--- src/rtl/l1a_fifo_writer_pkg.sv ---
// rtl/l1a_fifo_writer_pkg.sv - shared constants, FSM encoding and snapshot record for the L1A FIFO writer
package l1a_fifo_writer_pkg;

  localparam int L1W_P   = 24;
  localparam int NCFEB_P = 7;

  localparam logic [1:0] TAG_B4  = 2'b10;
  localparam logic [1:0] TAG_L1L = 2'b00;
  localparam logic [1:0] TAG_L1H = 2'b01;
  localparam logic [1:0] TAG_B5  = 2'b11;

  localparam logic [3:0] NIB_B4  = 4'hB;
  localparam logic [3:0] NIB_L1L = 4'h0;
  localparam logic [3:0] NIB_L1H = 4'h1;
  localparam logic [3:0] NIB_B5  = 4'hE;

  typedef enum logic [2:0] {
    ST_IDLE,
    ST_WR_B4,
    ST_WR_L1L,
    ST_WR_L1H,
    ST_WR_B5
  } state_e;

  typedef struct packed {
    logic               trans;
    logic               alct;
    logic               tmb;
    logic [NCFEB_P-1:0] cfeb;
    logic [L1W_P-1:0]   num;
  } snap_t;

  function automatic logic [17:0] mk_word(input logic [1:0] tag, input logic [15:0] data);
    return {tag, data};
  endfunction

endpackage

--- src/rtl/l1a_snap_fifo.sv ---
// rtl/l1a_snap_fifo.sv - first-word-fall-through snapshot queue with push/pop/full/empty
module l1a_snap_fifo #(
  parameter int DEPTH = 4,
  parameter int W     = 32,
  localparam int AW   = $clog2(DEPTH)
) (
  input  logic          clk_i,
  input  logic          rst_i,
  input  logic          push_i,
  input  logic [W-1:0]  data_i,
  input  logic          pop_i,
  output logic [W-1:0]  data_o,
  output logic          full_o,
  output logic          empty_o,
  output logic [AW:0]   count_o
);

  logic [W-1:0]  mem_q [DEPTH];
  logic [AW-1:0] wr_ptr_q, wr_ptr_d;
  logic [AW-1:0] rd_ptr_q, rd_ptr_d;
  logic [AW:0]   cnt_q, cnt_d;
  logic          do_push, do_pop;

  assign empty_o = (cnt_q == '0);
  assign full_o  = (cnt_q == (AW+1)'(DEPTH));
  assign count_o = cnt_q;
  assign data_o  = mem_q[rd_ptr_q];

  // A pop frees the slot the same cycle, so a push into a full queue still lands.
  assign do_pop  = pop_i && !empty_o;
  assign do_push = push_i && (!full_o || do_pop);

  always_comb begin
    wr_ptr_d = wr_ptr_q;
    rd_ptr_d = rd_ptr_q;
    cnt_d    = cnt_q;
    if (do_push) wr_ptr_d = wr_ptr_q + AW'(1);
    if (do_pop)  rd_ptr_d = rd_ptr_q + AW'(1);
    if (do_push && !do_pop)      cnt_d = cnt_q + (AW+1)'(1);
    else if (do_pop && !do_push) cnt_d = cnt_q - (AW+1)'(1);
  end

  always_ff @(posedge clk_i or posedge rst_i) begin
    if (rst_i) begin
      wr_ptr_q <= '0;
      rd_ptr_q <= '0;
      cnt_q    <= '0;
    end else begin
      wr_ptr_q <= wr_ptr_d;
      rd_ptr_q <= rd_ptr_d;
      cnt_q    <= cnt_d;
    end
  end

  always_ff @(posedge clk_i) begin
    if (do_push) mem_q[wr_ptr_q] <= data_i;
  end

endmodule

--- src/rtl/l1a_fifo_writer.sv ---
// rtl/l1a_fifo_writer.sv - numbers each L1A, snapshots activity flags and writes a 4-word record to the L1A FIFO
module l1a_fifo_writer
  import l1a_fifo_writer_pkg::*;
#(
  parameter int SNAP_DEPTH = 4,
  parameter int L1W        = L1W_P,
  parameter int NCFEB      = NCFEB_P
) (
  input  logic             CLK,
  input  logic             RST,
  input  logic             L1A,
  input  logic             L1A_MATCH,
  input  logic             ALCT_ACT,
  input  logic             TMB_ACT,
  input  logic [NCFEB-1:0] CFEB_ACT,
  input  logic             EVCNT_RST,
  input  logic             FIFO_FULL,
  output logic             WR_EN,
  output logic [17:0]      WR_DATA,
  output logic             BUSY,
  output logic             OVFL,
  output logic [L1W-1:0]   L1A_CNT
);

  localparam int CW = $clog2(SNAP_DEPTH) + 1;

  state_e         state_q, state_d;
  logic [L1W-1:0] cnt_q, cnt_d;
  logic           ovfl_q, ovfl_d;
  logic           drop_pend_q, drop_pend_d;

  snap_t          push_rec, head;
  logic           q_full, q_empty, pop, drop, b5_wr;
  logic [CW-1:0]  q_count;

  always_comb begin
    cnt_d = EVCNT_RST ? '0 : cnt_q;
    if (L1A) cnt_d = cnt_d + L1W'(1);
  end

  assign push_rec = '{trans: L1A_MATCH, alct: ALCT_ACT, tmb: TMB_ACT, cfeb: CFEB_ACT, num: cnt_d};

  assign WR_EN = (state_q != ST_IDLE) && !FIFO_FULL;
  assign b5_wr = (state_q == ST_WR_B5) && WR_EN;
  assign pop   = b5_wr;
  assign drop  = L1A && q_full && !pop;

  l1a_snap_fifo #(
    .DEPTH (SNAP_DEPTH),
    .W     ($bits(snap_t))
  ) u_snap_fifo (
    .clk_i   (CLK),
    .rst_i   (RST),
    .push_i  (L1A),
    .data_i  (push_rec),
    .pop_i   (pop),
    .data_o  (head),
    .full_o  (q_full),
    .empty_o (q_empty),
    .count_o (q_count)
  );

  // A drop in the same cycle as a B5 write belongs to the next B5.
  assign ovfl_d      = (EVCNT_RST ? 1'b0 : ovfl_q) | drop;
  assign drop_pend_d = (b5_wr ? 1'b0 : drop_pend_q) | drop;

  always_comb begin
    state_d = state_q;
    unique case (state_q)
      ST_IDLE:   if (!q_empty) state_d = ST_WR_B4;
      ST_WR_B4:  if (WR_EN) state_d = ST_WR_L1L;
      ST_WR_L1L: if (WR_EN) state_d = ST_WR_L1H;
      ST_WR_L1H: if (WR_EN) state_d = ST_WR_B5;
      ST_WR_B5:  if (WR_EN) state_d = ((q_count > CW'(1)) || L1A) ? ST_WR_B4 : ST_IDLE;
      default:   state_d = ST_IDLE;
    endcase
  end

  always_comb begin
    WR_DATA = '0;
    unique case (state_q)
      ST_WR_B4:  WR_DATA = mk_word(TAG_B4, {NIB_B4, head.alct, head.tmb, head.trans, 2'b00, head.cfeb});
      ST_WR_L1L: WR_DATA = mk_word(TAG_L1L, {NIB_L1L, head.num[11:0]});
      ST_WR_L1H: WR_DATA = mk_word(TAG_L1H, {NIB_L1H, head.num[23:12]});
      ST_WR_B5:  WR_DATA = mk_word(TAG_B5, {NIB_B5, 11'b0, drop_pend_q});
      default:   WR_DATA = '0;
    endcase
  end

  always_ff @(posedge CLK or posedge RST) begin
    if (RST) begin
      state_q     <= ST_IDLE;
      cnt_q       <= '0;
      ovfl_q      <= 1'b0;
      drop_pend_q <= 1'b0;
    end else begin
      state_q     <= state_d;
      cnt_q       <= cnt_d;
      ovfl_q      <= ovfl_d;
      drop_pend_q <= drop_pend_d;
    end
  end

  assign BUSY    = (state_q != ST_IDLE) || !q_empty;
  assign OVFL    = ovfl_q;
  assign L1A_CNT = cnt_q;

endmodule
--- config.mk ---
export PLATFORM = sky130hd
export DESIGN_NAME = l1a_fifo_writer
export DESIGN_NICKNAME = d
export VERILOG_FILES = /design/src/rtl/l1a_fifo_writer_pkg.sv /design/src/rtl/l1a_snap_fifo.sv /design/src/rtl/l1a_fifo_writer.sv
export SDC_FILE = /design/constraint.sdc
export NUM_CORES = 1
export LEC_CHECK = 0
export CORE_UTILIZATION = 35
export DETAILED_ROUTE_END_ITERATION = 7
export SETUP_SLACK_MARGIN = 0.3
export SYNTH_ARGS = -nofsm -noshare
export SYNTH_HDL_FRONTEND = slang
export SYNTH_SLANG_ARGS = --single-unit
--- constraint.sdc ---
create_clock -name CLK -period 3.35 [get_ports CLK]
set_input_delay 0.67 -clock CLK [delete_from_list [all_inputs] [get_ports CLK]]
set_output_delay 0.67 -clock CLK [all_outputs]
set_load 0.01 [all_outputs]
==> results.py <==
metrics = {
    "routing": {
        "routed_wl_um": 16180,
        "drt_iter0_markers": 317,
        "ant_nets": 0,
        "dr.pass1.iters": 4,
        "drt-wirelength-per-cell_um": 19.40,
        "viasPerCell": 5.089,
        "drc_errors": 0,
        "vias": 4244,
    },
    "global_routing": {
        "grt_busiest_layer": "met2",
        "grt_max_degree": 25,
        "antenna_found_initial": 0,
        "grt_pass1_wl_um": 25320,
        "grt_use_met2_pct": 26.75,
        "gr-usage-met1_pct": 20.51,
        "gr-usage-met3_pct": 3.323,
        "overflow": 0,
        "grt_pass1_vias": 4382,
        "track_usage_pct": 16.05,
    },
    "critical_path": {
        "critPathMaxFanout": 20,
        "cp_cell_sequence": "buf_12 > mux2i_1 > a22oi_1 > nand2_1 > o22ai_1 > clkdlybuf4s50_1",
        "ff2ff_setup_slack_ns": 0.69,
        "timing.rr.end": "u_snap_fifo.mem_q[3][16]$_DFFE_PP_",
        "ff2ff_path_depth": 6,
        "required_ns": 2.68,
        "critPathKind": "reg2out",
        "critPathLaunchType": "flip-flop",
        "timing.rr.start": "state_q[0]$_DFFE_PP0P_",
        "max_stage_delay_ns": 0.59,
        "crit_slowest_cell": "clkdlybuf4s50_1",
        "critPathTopFamily": "buffers and inverters",
        "worstPathArrival_ns": 2.37,
        "path_buf_inv": 2,
        "worstSetupEndpointType": "output pin",
    },
    "timing": {
        "fin_worst_skew_ns": 0.01027,
        "final-max-slew-violation-count": 0,
        "finalSetupViolations": 0,
        "setup_tns_ns": 0,
        "hold_violations": 0,
        "slew_headroom_pct": 55.07,
        "finalCritPeriodShare_pct": 90.71,
        "period_minus_slack_ns": 3.039,
        "rsz0062_at_grt": "yes",
        "max_freq_mhz": 329.1,
        "worst_slew_pin_slew_ns": 0.6733,
    },
    "yosys": {
        "yosys_warnings": 0,
        "syn-num-nets": 499,
        "avgSynthCellArea_um2": 15.25,
        "synth_cell_type_count": 40,
        "netlist.area_leader.share_pct": 56.48,
        "synth_top_cells_by_count": "edfxtp_1 (136), mux2i_1 (43), dfrtp_1 (36)",
        "synth.most_common_cell": "edfxtp_1",
        "netlist_area_um2": 7231,
        "synth_cells": 474,
        "synth_enable_flop_cells": 136,
        "yosysTopAreaCell": "edfxtp_1",
        "ys_seq_elements": 172,
        "synthTopCellsByArea": "edfxtp_1 (56%), dfrtp_1 (12%), mux2i_1 (6.0%)",
        "synthFlopType": "edfxtp_1",
        "seq_area_frac_synth_pct": 68.94,
        "async_flop_share_pct": 20.93,
    },
    "hold_path": {
        "hold_depth": 1,
        "worstHoldPathType": "reg2reg",
        "hold_path_startpoint": "u_snap_fifo.count_o[2]$_DFFE_PP0P_",
        "min_to": "u_snap_fifo.count_o[2]$_DFFE_PP0P_",
    },
    "power_and_ir_drop": {
        "finalPower_mw": 7.207,
        "p_leak_nw": 3.284,
        "ir_drop_v": 0.0005008,
        "p_per_area_nw_per_um2": 809.6,
    },
    "finish": {
        "register_area_um2": 4986,
        "fin_cells": 834,
        "drive_above_1_share_pct": 15.07,
        "syn_to_final_growth_pct": 23.12,
        "multiInputGateArea_um2": 2071,
        "nFillCells": 1761,
        "diodes": 0,
        "finalNetCount": 576,
    },
    "cts": {
        "cts_max_level": 4,
        "cts_tree": "done",
        "clockBufferDepth": 2,
        "cts.root.buffer_cell": "clkbuf_16",
        "path_clk_slew_ns": 0.07,
        "clock_sinks": 172,
        "numCtsBuffers": 17,
        "clk_latency_ns": 0.43,
    },
    "die": {
        "core_area_um2": 20230,
        "initial_core_util_pct": 35.73,
        "die_x_um": 145.7,
        "dieArea_um2": 21240,
        "num_rows": 52,
        "die_h_um": 145.7,
        "io_pins": 60,
    },
    "place": {
        "dp_hpwl_um": 11010,
        "place.gp.congestion": 0.8146,
        "portBuffers": 59,
        "dp_cells": 800,
    },
    "flow_run": {
        "maxCapViolCount": 0,
    },
    "status": {
        "status": "complete, no violations",
    },
}
-- worst max path at each step --
stage | from | to | slack [ns] | cells past startpoint
5_1_grt | u_snap_fifo.rd_ptr_q[0]$_DFFE_PP0P_ | WR_DATA[1] | 0.21 | 5
3_3_place_gp | FIFO_FULL | u_snap_fifo.mem_q[3][16]$_DFFE_PP_ | 0.48 | 5
3_5_place_dp | EVCNT_RST | u_snap_fifo.mem_q[2][16]$_DFFE_PP_ | 0.34 | 6
6_report | u_snap_fifo.rd_ptr_q[0]$_DFFE_PP0P_ | WR_DATA[1] | 0.31 | 6
4_1_cts | u_snap_fifo.rd_ptr_q[0]$_DFFE_PP0P_ | WR_DATA[0] | 0.25 | 5
2_1_floorplan | state_q[2]$_DFFE_PP0P_ | u_snap_fifo.mem_q[0][0]$_DFFE_PP_ | 0.83 | 5
-- cells in the final DEF, fill, tap and decap left out, types with 3 or more instances in the layout --
| cell | count |
|---|---|
| a22oi_1 | 18 |
| or3_1 | 9 |
| buf_4 | 17 |
| nor2_1 | 17 |
| nand2b_1 | 7 |
| inv_1 | 20 |
| mux4_2 | 14 |
| nand3_1 | 10 |
| clkdlybuf4s50_1 | 53 |
| or4_1 | 4 |
| o31ai_1 | 4 |
| a21oi_1 | 15 |
| xnor2_1 | 7 |
| inv_6 | 4 |
| and3_1 | 3 |
| o22ai_1 | 10 |
| buf_12 | 5 |
| xor2_1 | 9 |
| dlymetal6s2s_1 | 3 |
| clkbuf_16 | 17 |
| nor2b_1 | 6 |
| dfrtp_1 | 35 |
| nand2_1 | 22 |
| clkinv_4 | 3 |
| nand4_1 | 7 |
| mux2_2 | 3 |
| mux2i_1 | 42 |
| and2_1 | 4 |
| o21ai_0 | 15 |
| ha_1 | 10 |
| clkinv_2 | 3 |
| dlygate4sd2_1 | 3 |
| edfxtp_1 | 136 |
| and4_1 | 3 |
-- registers in the layout, summed over array words and instances (netlist names) --
| register | flops |
|---|---|
| L1A_CNT | 24 |
| drop_pend_q | 1 |
| u_snap_fifo.rd_ptr_q | 2 |
| u_snap_fifo.mem_q | 136 |
| u_snap_fifo.count_o | 3 |
| OVFL | 1 |
| u_snap_fifo.wr_ptr_q | 2 |
| state_q | 3 |
-- layout make-up --
type | count | share of cell area, %
flip-flops and latches | 172 | 56.01
repair buffers | 83 | 9.487
inverters | 20 | 0.8433
well taps | 270 | 3.795
clock inverters | 15 | 1.827
clock buffers | 17 | 4.779
multi-input cells | 257 | 23.26
-- per-layer routing --
metal / wire length (um) / vias up
met5: 0 / -
met3: 554 / 27
met2: 8262 / 95
li1: - / 1954
met1: 7010 / 2168
met4: 352 / 0
-- kinds of logic after synthesis --
family	count (synthesis)	synth area share (%)
AOI/OAI and AO/OA	67	5.780
xor gates and xnor gates	16	1.938
adders and majority gates	10	1.730
buffers and inverters	45	2.803
DFF	172	68.94
muxes	60	10.78
and+or+nand+nor	104	8.029
-- power by group --
group | internal (mW) | switching [mW]
combinational | 1.09 | 1.28
clock | 1.11 | 0.845
sequential | 2.73 | 0.161
total | 4.92 | 2.28
-- through the flow --
| stage | worst slack, ns | instance area [um2] | hold slack [ns] | utilization (%) |
|---|---|---|---|---|
| 2_1_floorplan | 0.8312 | 7231 | 0.4808 | - |
| 3_3_place_gp | 0.4784 | 8248 | 0.5164 | 40.76 |
| 3_5_place_dp | 0.3375 | 8248 | 0.5224 | 40.76 |
| 4_1_cts | 0.2470 | 8881 | 0.5390 | 43.89 |
| 5_1_grt | 0.2102 | 8902 | 0.5543 | 44.00 |
| 6_report | 0.3112 | 8902 | 0.5321 | 44.00 |
-- repair_timing --
| item | CTS | global route |
|---|---|---|
| buffers inserted | 1 | 1 |
| endpoints found under the setup margin | 10 | 9 |
| resized for setup | 14 | 5 |
| endpoints found under the hold margin | 0 | 0 |
| hold buffers | 0 | 0 |
Power figures use the tool's default switching activity.
